--- config.mk ---
export PLATFORM = sky130hd
export DESIGN_NAME = multu_hilo_unit
export DESIGN_NICKNAME = d
export VERILOG_FILES = /design/src/rtl/multu_hilo_unit.sv
export SDC_FILE = /design/constraint.sdc
export NUM_CORES = 1
export LEC_CHECK = 0
export ABC_AREA = 1
export CORE_MARGIN = 2
export CORE_UTILIZATION = 54
export DETAILED_ROUTE_END_ITERATION = 8
export PLACE_DENSITY_LB_ADDON = 0.15
export SYNTH_ARGS = -nofsm -noshare
export SYNTH_HDL_FRONTEND = slang
export SYNTH_SLANG_ARGS = --single-unit
--- constraint.sdc ---
create_clock -name clk -period 2.6 [get_ports clk]
set_input_delay 0.52 -clock clk [delete_from_list [all_inputs] [get_ports clk]]
set_output_delay 0.52 -clock clk [all_outputs]
set_load 0.01 [all_outputs]
--- src/rtl/multu_hilo_unit.sv ---
// Iterative unsigned WIDTH x WIDTH multiplier with architectural HI/LO registers.
// One shift-add step per clock; the datapath is stalled while the product is formed.
module multu_hilo_unit #(
  parameter int unsigned WIDTH = 32,
  parameter int unsigned CNTW  = 6
) (
  input  logic             clk,
  input  logic             reset,
  input  logic             start,
  input  logic [WIDTH-1:0] srca,
  input  logic [WIDTH-1:0] srcb,
  input  logic             hilo_sel,
  output logic [WIDTH-1:0] hilo_out,
  output logic [WIDTH-1:0] hi,
  output logic [WIDTH-1:0] lo,
  output logic             busy,
  output logic             stall,
  output logic             done
);

  typedef enum logic [0:0] {StIdle, StRun} state_e;

  localparam logic [CNTW-1:0] LastCnt = CNTW'(WIDTH - 1);

  state_e             state_q, state_d;
  logic [WIDTH-1:0]   mcand_q, mcand_d;
  // Product register: upper WIDTH+1 bits accumulate (with carry), lower WIDTH bits hold
  // the not-yet-consumed multiplier bits and receive the low product bits as they shift in.
  logic [2*WIDTH:0]   p_q, p_d;
  logic [CNTW-1:0]    cnt_q, cnt_d;
  logic [WIDTH-1:0]   hi_q, hi_d;
  logic [WIDTH-1:0]   lo_q, lo_d;
  logic               busy_q, busy_d;
  logic               done_q, done_d;

  logic [WIDTH:0]     acc_sum;
  logic [2*WIDTH:0]   p_step;

  // One shift-add iteration of the product register.
  always_comb begin
    acc_sum = p_q[2*WIDTH:WIDTH];
    if (p_q[0]) begin
      acc_sum = p_q[2*WIDTH:WIDTH] + {1'b0, mcand_q};
    end
    p_step = {1'b0, acc_sum, p_q[WIDTH-1:1]};
  end

  // Next-state logic: accept in idle, iterate in run, commit HI/LO on the last step.
  always_comb begin
    state_d = state_q;
    mcand_d = mcand_q;
    p_d     = p_q;
    cnt_d   = cnt_q;
    hi_d    = hi_q;
    lo_d    = lo_q;
    busy_d  = busy_q;
    done_d  = 1'b0;
    case (state_q)
      StIdle: begin
        if (start) begin
          mcand_d = srca;
          p_d     = {{(WIDTH+1){1'b0}}, srcb};
          cnt_d   = '0;
          busy_d  = 1'b1;
          state_d = StRun;
        end
      end
      StRun: begin
        // start is ignored here: the stalled instruction keeps it asserted.
        p_d   = p_step;
        cnt_d = cnt_q + CNTW'(1);
        if (cnt_q == LastCnt) begin
          hi_d    = p_step[2*WIDTH-1:WIDTH];
          lo_d    = p_step[WIDTH-1:0];
          busy_d  = 1'b0;
          done_d  = 1'b1;
          state_d = StIdle;
        end
      end
      default: begin
        state_d = StIdle;
        busy_d  = 1'b0;
      end
    endcase
  end

  // State registers; reset discards any partial product immediately.
  always_ff @(posedge clk or negedge reset) begin
    if (!reset) begin
      state_q <= StIdle;
      mcand_q <= '0;
      p_q     <= '0;
      cnt_q   <= '0;
      hi_q    <= '0;
      lo_q    <= '0;
      busy_q  <= 1'b0;
      done_q  <= 1'b0;
    end else begin
      state_q <= state_d;
      mcand_q <= mcand_d;
      p_q     <= p_d;
      cnt_q   <= cnt_d;
      hi_q    <= hi_d;
      lo_q    <= lo_d;
      busy_q  <= busy_d;
      done_q  <= done_d;
    end
  end

  // Outputs: stall covers the accepting cycle before busy rises.
  always_comb begin
    hi       = hi_q;
    lo       = lo_q;
    busy     = busy_q;
    done     = done_q;
    stall    = busy_q | (start & ~busy_q);
    hilo_out = hilo_sel ? hi_q : lo_q;
  end

endmodule

-- Word-level counts from Yosys, hierarchy flattened
Cells that the tools add are included.
- $add $sub $neg: 2
- eq/ne operators: 3
- mux-type cells: 14
- bitwise logic cells: 4
- reduce and logical (&&, ||, !) cells: 3
- operators by type and width (cell ; count):
    one-hot mux 65 bit (2 select lines) ; 1
    2-to-1 mux 65 bit ; 1
    adder 33 x 32 -> 33 bit ; 1
    2-to-1 mux 33 bit ; 1
    2-to-1 mux 32 bit ; 1
    one-hot mux 6 bit (2 select lines) ; 1
    adder 6 x 1 -> 6 bit, second input constant ; 1
    equality test 6 x 5 -> 1 bit, second input constant ; 1
    2-to-1 mux 1 bit ; 6
    2-to-1 mux 6 bit ; 1
    AND reduction 2 bit ; 3
    one-hot mux 1 bit (2 select lines) ; 2
    inequality test 2 x 1 -> 1 bit, second input constant ; 1
    inequality test 2 bit, second input constant ; 1
    NOT 1 bit ; 2
    bitwise AND 1 bit ; 1
    bitwise OR 1 bit ; 1
- bits in registers: 170
- bits of input ports: 68
- output and inout bits: 99
- word-level logic and storage cells: 34

-- Logic depth before layout (Yosys ltp)
Gate-level depths: netlist (run 1).
- word-level depth: 3
- gate-level depth with buffers: 13
- mapped depth without buffers: 13

-- Worst setup path after synthesis (run 1)
OpenSTA, ideal clock, no wires.
- kind: register to register
- start: reg mcand_q[0]
- end: reg p_q[51]
- setup time: 0.134 ns
- arrival: 1.782 ns
- data required time: 2.466 ns
- path slack: 0.684 ns
- stages on the path, launching flop included: 13
- path buffers: 0
- period minus slack after synthesis: 1.916 ns
- path through: dfrtp_1 ha_1 fa_1 nand3_1 nand3_1 nand3_1 nand3_1 nand2_1 nand2_1 nand2_1 nand3_1 nand3_1 o21ai_0
- word-level cells in the longest chain between the ends: 3
- ends and longest elaborated chain (what ; line ; RTL):
    from (decl) ; 26 ; logic [WIDTH-1:0] mcand_q, mcand_d;
    from (signal assigned) ; 100 ; mcand_q <= mcand_d;
    adder 33 x 32 -> 33 bit ; 43 ; acc_sum = p_q[2*WIDTH:WIDTH] + {1'b0, mcand_q};
    2-to-1 mux 33 bit ; 42 ; if (p_q[0]) begin
    one-hot mux 65 bit (2 select lines) ; 58 ; case (state_q)
    to (signal assigned) ; 101 ; p_q <= p_d;
    to (decl) ; 29 ; logic [2*WIDTH:0] p_q, p_d;
Every way passes these cells.
A chain may end at the register's enable or synchronous reset.

-- Final worst setup path (run 1)
Ends and elaborated chain as after synthesis.

==> results of run 1 <==
stage by stage:
step	hold slack, ns	area (um^2)	power (mW)	setup WS (ns)
final	0.0312	12100	16.9	0.316
after global routing	0.0656	12100	18.4	0.117
after CTS	0.0441	12100	16.9	0.314
after detailed placement	0.468	11500	14.3	0.337
after global placement	0.470	11500	14.0	0.353
after floorplan	0.224	9660	10.9	0.684
metal layers:
layer  track usage (%)  part of all wire, %  vias to the layer above  wire length, um
li1                  -                    -                     4553                -
met1              36.5                   43                     4295            11400
met2              51.7                   49                      248            13200
met3              5.56                  5.2                       55             1400
met4              8.50                  2.6                        0              701
met5                 0                    0                        -                0
area by class of cell:
| class | count | area share [%] |
|---|---|---|
| clock inverter | 14 | 1.25 |
| clock buffer | 18 | 3.62 |
| tap | 225 | 2.32 |
| inverter | 176 | 5.45 |
| sequential | 169 | 34.9 |
| multi-input combinational | 972 | 37.5 |
| timing repair buffer | 178 | 14.9 |
power groups by stage:
| stage | Clock [mW] | Combinational [mW] | Sequential [mW] |
|---|---|---|---|
| 6_report | 2.54 | 9.51 | 4.90 |
| 5_1_grt | 2.69 | 10.7 | 5.02 |
| 4_1_cts | 2.58 | 9.49 | 4.88 |
| 3_5_place_dp | 0 | 9.38 | 4.90 |
| 3_3_place_gp | 0 | 9.16 | 4.89 |
| 2_1_floorplan | 0 | 6.21 | 4.74 |
worst min path at each step:
stage	start	to	slack, ns	cells after the start
after floorplan	reset	busy$_DFFE_PN0P_	0.22	0
after global placement	mcand_q[0]$_DFFE_PN0P_	mcand_q[0]$_DFFE_PN0P_	0.47	2
after detailed placement	mcand_q[25]$_DFFE_PN0P_	mcand_q[25]$_DFFE_PN0P_	0.47	2
after CTS	reset	mcand_q[2]$_DFFE_PN0P_	0.04	1
after global routing	reset	mcand_q[5]$_DFFE_PN0P_	0.07	1
final	reset	mcand_q[2]$_DFFE_PN0P_	0.03	1
cells in the final DEF (no fill, tap or decap), types with 17 or more instances in the layout:
master	synthesis	routed
nand2_1	574	574
inv_1	173	173
dfrtp_1	169	168
clkdlybuf4s50_1	0	164
nand3_1	113	113
o21ai_0	81	81
nor2_1	49	48
ha_1	33	33
a21oi_1	28	28
clkbuf_16	0	17
registers in the layout, summed over array words and instances (netlist names):
signal and flops:
p_q 64, done 1, hi 32, mcand_q 32
cnt_q 6, lo 32, state_q 1, busy 1
kinds of logic (layout without fill, tap and decap cells):
family                   after synthesis  after routing  share of synthesized area [%]
AND/OR/NAND/NOR                      782            782                           33.4
buffers and inverters                226            386                           9.21
multiplexers                           1              1                          0.117
flip-flops                           169            169                           43.8
AO/OA/AOI/OAI                        141            141                           7.78
XOR/XNOR                              14             14                           1.27
adder cells (fa/ha/maj)               34             34                           4.48
worst max-delay path: stages, from the launching register on:
cell and delay [ns]:
dfrtp_1 0.38, ha_1 0.24, fa_1 0.46, nand3_1 0.11
nand3_1 0.17, nand3_1 0.11, nand3_1 0.16, nand2_1 0.14
nand2_1 0.06, nand2_1 0.05, nand3_1 0.09, nand3_1 0.09
o21ai_0 0.08
==> out/metrics.cfg, run 1 <==
[yosys]
syn_area_um2=9660
synthMostInstantiatedCell=nand2_1
syn_inst=1367
synth.distinct_cells=35
yosysSeqAreaShare_pct=43.8
synth-main-ff-cell=dfrtp_1
syn_nets=1469
yosysTopAreaCell=dfrtp_1
postSynth.asyncResetShare_pct=100
yosysWarnings=0
yosysTopAreaCellShare_pct=43.8
syn_area_per_cell_um2=7.07
ys_top_cells_by_area=dfrtp_1 (44%), nand2_1 (22%), inv_1 (6.7%)
synth_common_cells=nand2_1 (574), inv_1 (173), dfrtp_1 (169), nand3_1 (113), o21ai_0 (81)
ys_ff_latch=169
synth_edf_count=0

[worst_setup_path]
reg2regPathDepth=12
crit_type=reg -> reg
cp-end-kind=flip-flop
cp-startpoint=mcand_q[0]$_DFFE_PN0P_
cp.required_ns=2.88
worst-path-max-fanout=4
regToRegSetupSlack_ns=0.32
worstPathArrival_ns=2.56
timing.critical_path.to=p_q[51]$_DFFE_PN0P_
start_kind=flip-flop
rr_endpoint=p_q[51]$_DFFE_PN0P_
reg2reg_from=mcand_q[0]$_DFFE_PN0P_

[die]
chipHeight_um=138
coreArea_um2=17400
initial_core_util_pct=55.5
die_w_um=138
ioPinCount=167
placementRows=48
dieArea_um2=19000

[place]
port_buffers=166
routabilityCongestion=0.932
dp_cells=1720
hpwl_mm=19.6

[layout]
fill_cells=1480
layout-drive-gt1-share_pct=5.63
stdcell_count=1752
ff_latch_area_um2=4230
final_util_pct=69.6
antennaDiodeCount=0
multi_input_area_um2=4550
syn2layout_area_growth_pct=25.5
finish.net_count=1616

[clock_network]
cts_sinks=169
clk-insertion-delay-late_ns=0.43
cts_root_buffer=clkbuf_16
postCtsSetupBuffers=0
cts_made_buffers=17
htreeDepth=4
clk_pin_slew_worst_paths_ns=0.07
cts_resized=0
ctsHoldBuffers=0
tritoncts=yes
max-clock-path-buffers=2

[detailed_routing]
routed_wl_mm=26.8
drc_errors=0
vias_per_cell=5.22
dr.pass1.iters=5
drtIter0Drc=661
vias=9151
drt.antenna.violating_nets=0
avgRoutedWirePerCell_um=15.3

[timing]
setup_viol=0
fin_crit_sh_pct=87.8
worstMarginPinSlew_ns=0.782
rsz0062_at_grt=no
fin_crit_ns=2.28
skew_ns=0.0120
drv_slew=0
max_slew_margin_pct=47.8
fin_setup_tns_ns=0
hold_viol_final=0
fmax_mhz=438

[job]
maxCapViolations=0

[power]
p_sw_share_pct=46.4
p_leak_nw=6.23
power_frac_seq_pct=28.9
p_int_mw=9.09
ir_drop_v=0.000851
power-per-cell-area_nw_per_um2=1400
pwr-share-clk_pct=15.0
p_sw_mw=7.86
combPwrFrac_pct=56.1

[grt]
grt_start_max_net_pins=66
grt_pass1_vias=8634
antenna_found_initial=0
grt_usage_pct=29.3
grt_pass1_wl_mm=42.8
grt-ovfl-total=0

[status]
outcome=finished clean

[hold_path]
hold_class=in -> async

Power figures use the tool's default switching activity.
==> inputs of run 2 (changes only) <==
ABC_AREA = 0   (was 1)
CORE_UTILIZATION = 53   (was 54)
SLEW_MARGIN = 15   (was default)
==> run 2 against run 1 <==
Compared with the run above:
- the flow now finishes with violations (setup timing)
- fmax decreased by 20%
- register-to-register slack got worse by 0.56 ns
- area after synthesis shrank 5.9%
- final area is 2.8% higher
- sequential power decreased by 5.5%
- non-clock buffer count up 78
- first-iteration DRC count is 24% lower
- critical path type unchanged
- largest power group unchanged
- highest routed layer unchanged
==> out/metrics.cfg, run 2 <==
[power]
p_leak_nw=5.89
ir_drop_v=0.000735
power-per-cell-area_nw_per_um2=1260
p_total_mw=15.7

[yosys]
synthXorXnorAreaFrac_pct=2.79
ys_top_cells_by_area=dfrtp_1 (47%), nand2_1 (12%), mux2i_1 (5.9%)
synth.distinct_cells=66
synth_mux_area_share_pct=10.2
syn_inst=994
syn_area_um2=9090
ys_ff_latch=169
synth_common_cells=nand2_1 (289), dfrtp_1 (169), o21ai_0 (73), mux2i_1 (54), clkbuf_1 (46)
synth-compound-area-share_pct=15.0
synthMostInstantiatedCell=nand2_1
synth-adder-area-share_pct=4.76
syn_area_per_cell_um2=9.15
yosysTopAreaCell=dfrtp_1
synth-simple-area-share_pct=17.8
synth_top_family_by_area=simple AND/OR/NAND/NOR gates
postSynth.asyncResetShare_pct=100
yosysTopAreaCellShare_pct=46.5
yosysSeqAreaShare_pct=46.5
synth_edf_count=0
syn_nets=1096
synth-main-ff-cell=dfrtp_1
yosysWarnings=0

[timing]
fin_crit_ns=2.85
worst_hold_slack_ns=0.0101
max_slew_margin_pct=59.1
setup_slack_ns=-0.249
hold_viol_final=0
worstMarginPinSlew_ns=0.614
fin_crit_sh_pct=110
skew_ns=0.0128
rsz0062_at_grt=yes
drv_slew=0
fmax_mhz=351
setup_viol=21

[place]
hpwl_mm=17.5
port_buffers=166
routabilityCongestion=0.847
placedInstanceArea_um2=11400
dp_slack_ns=-0.235

[clock_network]
cts_made_buffers=17
cts_root_buffer=clkbuf_16
ctsHoldBuffers=0
cts_sinks=169
clk-insertion-delay-late_ns=0.44
tritoncts=yes
max-clock-path-buffers=2
htreeDepth=4
clk_pin_slew_worst_paths_ns=0.07

[die]
placementRows=47
coreArea_um2=16700
ioPinCount=167
dieArea_um2=18200
chipHeight_um=135
die_w_um=135
initial_core_util_pct=54.5

[detailed_routing]
vias_per_cell=5.59
avgRoutedWirePerCell_um=17.6
drtIter0Drc=501
drc_errors=0
dr.pass1.iters=5
routed_wl_mm=25.4
drt.antenna.violating_nets=0
vias=8058

[layout]
final_util_pct=74.6
mostFrequentLayoutCells=nand2_1 (288), dfrtp_1 (168), clkdlybuf4s50_1 (163)
regMostFlops=p_q
fin_area_um2=12500
layout-drive-gt1-share_pct=18.6
largest_reg_flops=64
final_common_cell=nand2_1
fill_cells=1241
finish.net_count=1310
antennaDiodeCount=0
syn2layout_area_growth_pct=37.1

[job]
maxCapViolations=0

[grt]
grt-ovfl-total=0
grt_usage_pct=28.3
grt_pass1_vias=8047
antenna_found_initial=0
grt_start_max_net_pins=65
grt_pass1_wl_mm=40.5

[worst_setup_path]
worst-path-max-fanout=3
crit_type=reg -> reg
cp.required_ns=2.92
worstPathArrival_ns=3.17
start_kind=flip-flop
path_cells=ha_2, fa_2, a211o_1, a211oi_2, or2_4, o31ai_2, a31o_4, a21oi_4, xor2_2, o21ai_2, mux2_4
crit_slowest_cell=dfrtp_1
cp-end-kind=flip-flop
cpPeakStageDelay_ns=0.39

[status]
outcome=complete, but fails checks
violations=setup timing

[hold_path]
hold_class=in -> async

-- run 2: cell types whose count changed after synthesis, moves of 20 or more --
| cell | previous run | this run |
|---|---|---|
| nand3_1 | 113 | 22 |
| inv_1 | 173 | 6 |
| clkbuf_1 | 26 | 46 |
| a21o_1 | 1 | 22 |
| mux2_2 | 1 | 32 |
| nand2_1 | 574 | 289 |
| mux2i_1 | 0 | 54 |
-- run 2: cell families (layout without fill, tap and decap cells) --
kind of cell | count (synthesis) | after routing
xor gates and xnor gates | 29 | 29
buffers and inverters | 69 | 296
adders and majority gates | 34 | 34
AOI/OAI and AO/OA | 213 | 213
muxes | 88 | 88
and+or+nand+nor | 392 | 392
DFF | 169 | 169
-- run 2: final cells by class --
cell class / count / area, um^2 / area share (%)
Tap cell: 220 / 275 / 2.21
Sequential cell: 169 / 4230 / 33.9
Clock buffer: 18 / 439 / 3.52
Clock inverter: 14 / 196 / 1.58
Timing Repair Buffer: 256 / 2420 / 19.4
Inverter: 8 / 30.0 / 0.241
Multi-Input combinational cell: 756 / 4880 / 39.1
-- run 2: stage by stage --
stage,std cells,TNS (ns)
CTS,1435,-1.46
global placement,1397,-1.24
detailed placement,1397,-2.64
finish,1441,-2.91
global route,1441,-7.28
floorplan,994,-0.0518
-- run 2: final timing paths --
kind                                         start                       to  slack, ns  depth (start not counted)
max reg2reg                 mcand_q[0]$_DFFE_PN0P_       hi[29]$_DFFE_PN0P_      -0.25                         11
min reg2reg                mcand_q[26]$_DFFE_PN0P_  mcand_q[26]$_DFFE_PN0P_       0.48                          2
min in group clk           mcand_q[26]$_DFFE_PN0P_  mcand_q[26]$_DFFE_PN0P_       0.48                          2
max in group asynchronous                    reset       hi[28]$_DFFE_PN0P_       1.87                          2
max                         mcand_q[0]$_DFFE_PN0P_       hi[29]$_DFFE_PN0P_      -0.25                         11
min                                          reset   mcand_q[4]$_DFFE_PN0P_       0.01                          1
-- run 2: power breakdown --
part           switching [mW]  internal [mW]  leakage [nW]
registers               0.974           3.66          2.03
logic                    3.91           4.45          3.55
clock network            1.10           1.64         0.308
total                    5.98           9.74          5.89
-- run 2: timing repair --
| action | 4_1_cts | 5_1_grt |
|---|---|---|
| gates cloned | 1 | 0 |
| pin swaps | 5 | 23 |
| resized for setup | 16 | 51 |
| setup endpoints to repair | 65 | 65 |
| buffers inserted | 5 | 6 |
-- run 2: layer usage --
layer,part of all wire (%),up-vias,track usage [%]
li1,-,3871,-
met2,52,217,50.6
met5,0,-,0
met1,41,3921,35.0
met4,2.5,0,8.97
met3,4.5,49,4.58
-- run 2: critical path: cells and delay by family, from the launching register on --
| kind | cells | cell delay, ns |
|---|---|---|
| mux | 1 | 0.27 |
| xor+xnor | 1 | 0.17 |
| fa+ha+maj | 2 | 0.54 |
| simple gates | 1 | 0.20 |
| compound gates | 6 | 1.16 |
| flops | 1 | 0.39 |
==> inputs of run 3 (changes only) <==
HOLD_SLACK_MARGIN = 0.05   (was default)
==> run 3 against run 2 <==
Compared with the run above:
- the flow still finishes with violations (setup timing)
- first-iteration DRC count fell by 5.6%
- cell count is essentially flat
- fmax is essentially flat
- sequential share of layout area hardly changed
- via count up 0.24%
- utilization rose by 0.060 points
- power is essentially flat
- sequential power about the same
- critical path depth unchanged
- worst setup slack about the same
==> out/metrics.cfg, run 3 (same netlist as run 2, synthesis figures left out) <==
[status]
outcome=complete, but fails checks
violations=setup timing

[grt]
grt_pass1_wl_mm=40.5
grt-ovfl-total=0
grt_start_max_net_pins=65
grtUsageMet2_pct=50.6
gr-max-usage-layer=met2
grt_use_met1_pct=35.0
grt_pass1_vias=8047
global_route.usage.met3_pct=4.58
antenna_found_initial=0
grt_usage_pct=28.3

[clock_network]
tritoncts=yes
cts_made_buffers=17
htreeDepth=4
cts_sinks=169
clk-insertion-delay-late_ns=0.44
cts_root_buffer=clkbuf_16
clk_pin_slew_worst_paths_ns=0.07
max-clock-path-buffers=2

[worst_setup_path]
start_kind=flip-flop
crit_type=reg -> reg
worstPathArrival_ns=3.17
cp-end-kind=flip-flop
regToRegSetupSlack_ns=-0.25
cp.required_ns=2.92
reg2regPathDepth=11
worst-path-max-fanout=3

[timing]
setup_slack_ns=-0.249
setup_viol=20
hold_viol_final=0
rsz0062_at_grt=yes
fin_crit_ns=2.85
skew_ns=0.0126
fin_crit_sh_pct=110
fmax_mhz=351
drv_slew=0
worstMarginPinSlew_ns=0.633
fin_setup_tns_ns=-2.96
max_slew_margin_pct=57.7

[place]
port_buffers=166
hpwl_mm=17.5
routabilityCongestion=0.847
dp_cells=1397

[layout]
final_common_cell=nand2_1
fill_cells=1240
syn2layout_area_growth_pct=37.2
finish.net_count=1311
final_util_pct=74.7
layout-drive-gt1-share_pct=18.6
stdcell_count=1442
mostFrequentLayoutCells=nand2_1 (288), dfrtp_1 (168), clkdlybuf4s50_1 (163)
largest_reg_flops=64
regMostFlops=p_q
antennaDiodeCount=0

[die]
placementRows=47
ioPinCount=167
dieArea_um2=18200
chipHeight_um=135
die_w_um=135
coreArea_um2=16700
initial_core_util_pct=54.5

[power]
p_total_mw=15.7
p_leak_nw=5.90
power-per-cell-area_nw_per_um2=1260
ir_drop_v=0.000734

[detailed_routing]
drt.antenna.violating_nets=0
drc_errors=0
dr.pass1.iters=5
vias=8077
routed_wl_mm=25.3
vias_per_cell=5.60
avgRoutedWirePerCell_um=17.6
drtIter0Drc=473

[hold_path]
hold_class=reg -> reg
holdPathStages=2

[job]
maxCapViolations=0

[run 3: cell count changes in the layout (fill, tap and decap cells not counted)]
cell,change
dlygate4sd3_1,+1
[run 3: area by class of cell]
type	instances	area, um^2	share of cell area, %
Clock inverter	14	196	1.57
Clock buffer	18	439	3.52
Tap cell	220	275	2.21
Multi-Input combinational cell	756	4880	39.1
Inverter	8	30.0	0.241
Timing Repair Buffer	257	2430	19.5
Sequential cell	169	4230	33.9
[run 3: worst paths after layout]
| check | from | to |
|---|---|---|
| worst min register to register | mcand_q[26]$_DFFE_PN0P_ | mcand_q[26]$_DFFE_PN0P_ |
| min in group asynchronous | reset | mcand_q[4]$_DFFE_PN0P_ |
| max in group asynchronous | reset | hi[28]$_DFFE_PN0P_ |
| worst min-delay path | mcand_q[26]$_DFFE_PN0P_ | mcand_q[26]$_DFFE_PN0P_ |
| worst max-delay path | mcand_q[0]$_DFFE_PN0P_ | hi[29]$_DFFE_PN0P_ |
| worst max register to register | mcand_q[0]$_DFFE_PN0P_ | hi[29]$_DFFE_PN0P_ |
[run 3: power breakdown]
group / total, mW / switching [mW] / internal, mW
logic: 8.35 / 3.91 / 4.45
registers: 4.63 / 0.972 / 3.66
clock network: 2.73 / 1.09 / 1.64
[run 3: per-stage QoR]
step | area, um^2 | setup WS [ns] | hold slack, ns
floorplan | 9100 | -0.0518 | 0.224
global placement | 11400 | -0.165 | 0.469
detailed placement | 11400 | -0.235 | 0.471
CTS | 12200 | -0.216 | 0.488
global route | 12500 | -0.384 | 0.510
finish | 12500 | -0.249 | 0.484
[run 3: routing by layer]
metal	vias up	share of wire (%)
met1	3935	41
met5	-	0
li1	3877	-
met2	218	52
met4	0	2.4
met3	47	4.3
[run 3: what timing repair did]
item / CTS / global route
cloned: 1 / 0
hold endpoints to repair: 44 / 0
pin swaps: 5 / 23
gates resized for setup: 16 / 51
buffers inserted: 5 / 6
endpoints found under the setup margin: 65 / 65
hold buffers: 1 / 0
[run 3: worst max-delay path, stage by stage, from the launching register on]
cell      delay (ns)
dfrtp_1         0.39
ha_2            0.20
fa_2            0.34
a211o_1         0.30
a211oi_2        0.25
or2_4           0.20
o31ai_2         0.09
a31o_4          0.27
a21oi_4         0.18
xor2_2          0.17
o21ai_2         0.07
mux2_4          0.28
